## src/rtl/fnd_scan_controller.sv

```systemverilog
// Four-digit FND scan controller: converts a 14-bit binary value to BCD with a
// sequential double-dabble, then time-multiplexes the digits with leading-zero blanking.
module fnd_scan_controller #(
  parameter int SCAN_DIV = 100000
) (
  input  logic        i_clk,
  input  logic        i_rst_n,
  input  logic [13:0] i_value,
  input  logic        i_load,
  output logic        o_busy,
  output logic        o_ovf,
  output logic [1:0]  o_digitSelect,
  output logic [3:0]  o_value,
  output logic        o_en
);

  localparam int CW = $clog2(SCAN_DIV);
  localparam logic [CW-1:0] SCAN_LAST = CW'(SCAN_DIV - 1);

  typedef enum logic {IDLE, CONV} state_t;

  state_t        r_state;
  logic [13:0]   r_shift;
  logic [15:0]   r_bcd;
  logic [15:0]   r_disp;
  logic [3:0]    r_bitCnt;
  logic          r_busy;
  logic          r_ovf;
  logic [CW-1:0] r_scanCnt;
  logic [1:0]    r_digitSel;

  logic [15:0]   w_bcdAdj;
  logic [15:0]   w_bcdNext;
  logic          w_unusedTopBit;

  always_comb begin
    w_bcdAdj = r_bcd;
    for (int n = 0; n < 4; n++) begin
      if (r_bcd[4*n +: 4] >= 4'd5) begin
        w_bcdAdj[4*n +: 4] = r_bcd[4*n +: 4] + 4'd3;
      end
    end
  end

  // The adjusted top bit is shifted out; it is always 0 for inputs clamped to 9999.
  assign w_bcdNext      = {w_bcdAdj[14:0], r_shift[13]};
  assign w_unusedTopBit = w_bcdAdj[15];

  always_ff @(posedge i_clk or negedge i_rst_n) begin
    if (!i_rst_n) begin
      r_state  <= IDLE;
      r_shift  <= '0;
      r_bcd    <= '0;
      r_disp   <= '0;
      r_bitCnt <= '0;
      r_busy   <= 1'b0;
      r_ovf    <= 1'b0;
    end else begin
      case (r_state)
        IDLE: begin
          if (i_load) begin
            r_shift  <= (i_value > 14'd9999) ? 14'd9999 : i_value;
            r_ovf    <= (i_value > 14'd9999);
            r_bcd    <= '0;
            r_bitCnt <= '0;
            r_busy   <= 1'b1;
            r_state  <= CONV;
          end
        end
        CONV: begin
          r_bcd    <= w_bcdNext;
          r_shift  <= {r_shift[12:0], 1'b0};
          r_bitCnt <= r_bitCnt + 4'd1;
          if (r_bitCnt == 4'd13) begin
            r_disp  <= w_bcdNext;
            r_busy  <= 1'b0;
            r_state <= IDLE;
          end
        end
        default: begin
          r_busy  <= 1'b0;
          r_state <= IDLE;
        end
      endcase
    end
  end

  always_ff @(posedge i_clk or negedge i_rst_n) begin
    if (!i_rst_n) begin
      r_scanCnt  <= '0;
      r_digitSel <= 2'd0;
    end else if (r_scanCnt == SCAN_LAST) begin
      r_scanCnt  <= '0;
      r_digitSel <= r_digitSel + 2'd1;
    end else begin
      r_scanCnt  <= r_scanCnt + CW'(1);
    end
  end

  // Blank a digit only when it and every more significant digit are zero.
  always_comb begin
    o_value = r_disp[3:0];
    o_en    = 1'b1;
    case (r_digitSel)
      2'd0: begin
        o_value = r_disp[3:0];
        o_en    = 1'b1;
      end
      2'd1: begin
        o_value = r_disp[7:4];
        o_en    = |r_disp[15:4];
      end
      2'd2: begin
        o_value = r_disp[11:8];
        o_en    = |r_disp[15:8];
      end
      default: begin
        o_value = r_disp[15:12];
        o_en    = |r_disp[15:12];
      end
    endcase
  end

  assign o_busy        = r_busy;
  assign o_ovf         = r_ovf;
  assign o_digitSelect = r_digitSel;

endmodule

```

## config.mk

```make
export PLATFORM = sky130hd
export DESIGN_NAME = fnd_scan_controller
export DESIGN_NICKNAME = d
export VERILOG_FILES = /design/src/rtl/fnd_scan_controller.sv
export SDC_FILE = /design/constraint.sdc
export NUM_CORES = 1
export LEC_CHECK = 0
export ABC_AREA = 0
export CAP_MARGIN = 40
export CORE_ASPECT_RATIO = 0.9
export CORE_MARGIN = 2
export CORE_UTILIZATION = 45
export DETAILED_ROUTE_END_ITERATION = 10
export RECOVER_POWER = 25
export SYNTH_ARGS = -nofsm -noshare
export SYNTH_HDL_FRONTEND = slang
export SYNTH_SLANG_ARGS = --single-unit
```

## constraint.sdc

```tcl
create_clock -name i_clk -period 4.18 [get_ports i_clk]
set_clock_uncertainty 0.15 [all_clocks]
set_input_delay 0.836 -clock i_clk [delete_from_list [all_inputs] [get_ports i_clk]]
set_output_delay 0.836 -clock i_clk [all_outputs]
set_load 0.1 [all_outputs]
```

==> metrics.cfg <==
[timing]
final.min_clock_period_ns=3.23
finalHoldViolCount=0
tightestPinTransition_ns=1.44
setup_viol=0
drv_slew=0
tns_ns=0
grt_setup_unrepaired=no
whs_ns=0.344
slew_headroom_pct=4.06
fmax_ghz=0.310
fin_crit_sh_pct=77.2

[route]
drc=0
ant_nets=0
drtIter0Drc=84
drt-wirelength-per-cell_um=14.5
wl_um=7250
wirelength_met1_um=3630
vias_per_cell=5.44
vias=2718
top_layer_used=met4
wl_met3_um=238
firstDrtPassIters=4
route.met2.wl_um=3270

[worst_setup_path]
reg2reg_to=r_scanCnt[10]$_DFF_PN0_
crit_path_top_delay_cell=clkdlybuf4s50_1
crit_buf_inv=3
crit_arrival_ns=2.24
max_stage_delay_ns=0.47
cp_data_required_time_ns=3.19
worst-setup-path-type=reg -> out
reg2reg_depth=4
r2r_slack_ns=2.15
crit_path_start=o_digitSelect[0]$_DFFE_PN0N_
timing.critical_path.fanout_max=5
end_kind=output pin
path_cells=inv_1, ha_1, a222oi_1, mux2i_1, clkdlybuf4s50_1, buf_8
reg2reg_from=r_scanCnt[0]$_DFF_PN0_
cp-start-kind=register
crit_family=buffers and inverters

[logic_synthesis]
ys_ff_latch=72
yosys-top-cells-area=dfrtp_1 48%, mux2i_1 8.8%, ha_1 5.0%
syn_nets=395
yosysMostFrequentCell=dfrtp_1
synthXorXnorAreaFrac_pct=4.42
synthSimpleGateAreaFrac_pct=16.5
synth_largest_area_cell=dfrtp_1
yosysSeqAreaShare_pct=47.8
synth_cell_types=38
syn_area_um2=3770
netlist_instances=363
synth_mux_area_share_pct=12.4
avgSynthCellArea_um2=10.4
synth_edf_count=0
synth_top_family_by_area=simple AND/OR/NAND/NOR gates
synth-adder-area-share_pct=4.98
synth_top_area_share_pct=47.8
synth_compound_area_share_pct=10.1
ys.flop_type=dfrtp_1
synthArstFlopShare_pct=100
synth_common_cells=72 x dfrtp_1, 33 x mux2i_1, 33 x nand2_1, 21 x inv_1, 21 x o21ai_0
yosys_warnings=0

[power]
clkPwrFrac_pct=23.2
power_mw=2.98
internal-power_mw=1.87
power_switching_mw=1.10
p_per_area_nw_per_um2=666
pwr-share-comb_pct=38.5
p_seq_share_pct=38.3
switching_share_pct=37.0
p_leak_nw=2.11
ir_worst_vdd_uv=411

[cts]
cts_resized=0
cts_hold_buf=0
root_buffer=clkbuf_8
cts_sinks=72
clk_pin_slew_worst_paths_ns=0.08
cts_max_path_buffers=2
cts_setup_buffers=0
htreeDepth=3
insertion_delay_ns=0.35
cts_buffers=9
cts_tree=yes

[floorplan]
start_util_pct=46.5
die_w_um=100
io_pins=26
die_h_um=90.8
coreArea_um2=8110
placementRows=31
die-area_um2=9120

[min_path]
worstHoldStart=r_scanCnt[0]$_DFF_PN0_
hold_class=reg -> reg
whs_path_depth=1
min_to=r_scanCnt[0]$_DFF_PN0_

[run_status]
outcome=finished, final reports clean

[final_layout]
syn_to_final_growth_pct=18.6
diodes=0
final_nets=428
drive_gt1_share_pct=11.5

[global_route]
grt_pass1_vias=2666
grt_max_degree=31
antenna_found_initial=0
grt_use_total_pct=17.5
grt_pass1_wl_um=12800
grt_overflow=0

[place]
hpwl_um=5190
gp_congestion=0.895
io_buffers=25

[job]
max-cap-violations=0

[flip-flops by register name, indices dropped and copies added (netlist names)]
signal,cells
r_scanCnt,17
r_bcd,16
r_disp,16
r_shift,14
r_bitCnt,4
o_digitSelect,2
o_busy,1
o_ovf,1
r_state,1
[metrics by stage]
stage          cells  cell area (µm²)  util [%]  setup slack, ns
3_5_place_dp     484             4220      52.1             1.34
2_1_floorplan    363             3770         -           0.0406
4_1_cts          500             4480      55.2            0.945
6_report         500             4470      55.1            0.952
3_3_place_gp     477             4120      50.8             1.06
5_1_grt          500             4470      55.1            0.807
[how the worst max path moves through the flow]
| stage | slack (ns) | cells past startpoint | end |
|---|---|---|---|
| finish | 0.95 | 6 | o_value[2] |
| CTS | 0.95 | 6 | o_value[2] |
| floorplan | 0.04 | 3 | o_value[0] |
| global route | 0.81 | 6 | o_value[2] |
| detailed placement | 1.34 | 6 | o_value[3] |
| global placement | 1.06 | 5 | o_value[0] |
[final cells by class]
class | instances | area (µm²)
Fill cell | 718 | 3640
Inverter | 21 | 78.8
Sequential cell | 72 | 1800
Clock buffer | 11 | 151
Clock inverter | 5 | 103
Timing Repair Buffer | 38 | 385
Tap cell | 99 | 124
Multi-Input combinational cell | 254 | 1820
[cell usage in the layout, fill, tap and decap left out, types with 14 or more instances in the layout]
cell             count
mux2i_1             33
nand2b_1            19
dfrtp_1             71
ha_1                15
o21ai_0             21
a21oi_1             14
nand2_1             33
nor2_1              17
inv_1               21
clkdlybuf4s50_1     22
[worst reg2reg max path, cell delays in order, from the launching register on]
cell	delay (ns)
dfrtp_1	0.39
ha_1	0.23
and4_1	0.36
nand4_1	0.36
a311o_1	0.43
[power groups by stage]
| stage | sequential (mW) | combinational, mW | clock (mW) |
|---|---|---|---|
| floorplan | 1.13 | 0.839 | 0 |
| global placement | 1.14 | 1.07 | 0 |
| detailed placement | 1.15 | 1.16 | 0 |
| CTS | 1.14 | 1.17 | 0.708 |
| global route | 1.18 | 1.29 | 0.739 |
| finish | 1.14 | 1.15 | 0.690 |
[logic make-up (layout without fill, tap and decap cells)]
logic type               count (synthesis)  after routing
buffers and inverters                   37             75
flip-flops                              72             72
AO/OA/AOI/OAI                           59             59
multiplexers                            45             45
adder cells (fa/ha/maj)                 15             15
AND/OR/NAND/NOR                        116            116
XOR/XNOR                                19             19
[layer usage]
metal	vias to the layer above	track usage, %
li1	1333	-
met1	1333	24.9
met2	43	26.5
met4	0	5.14
met5	-	0
met3	9	4.26
(Power assumes the default switching activity.)
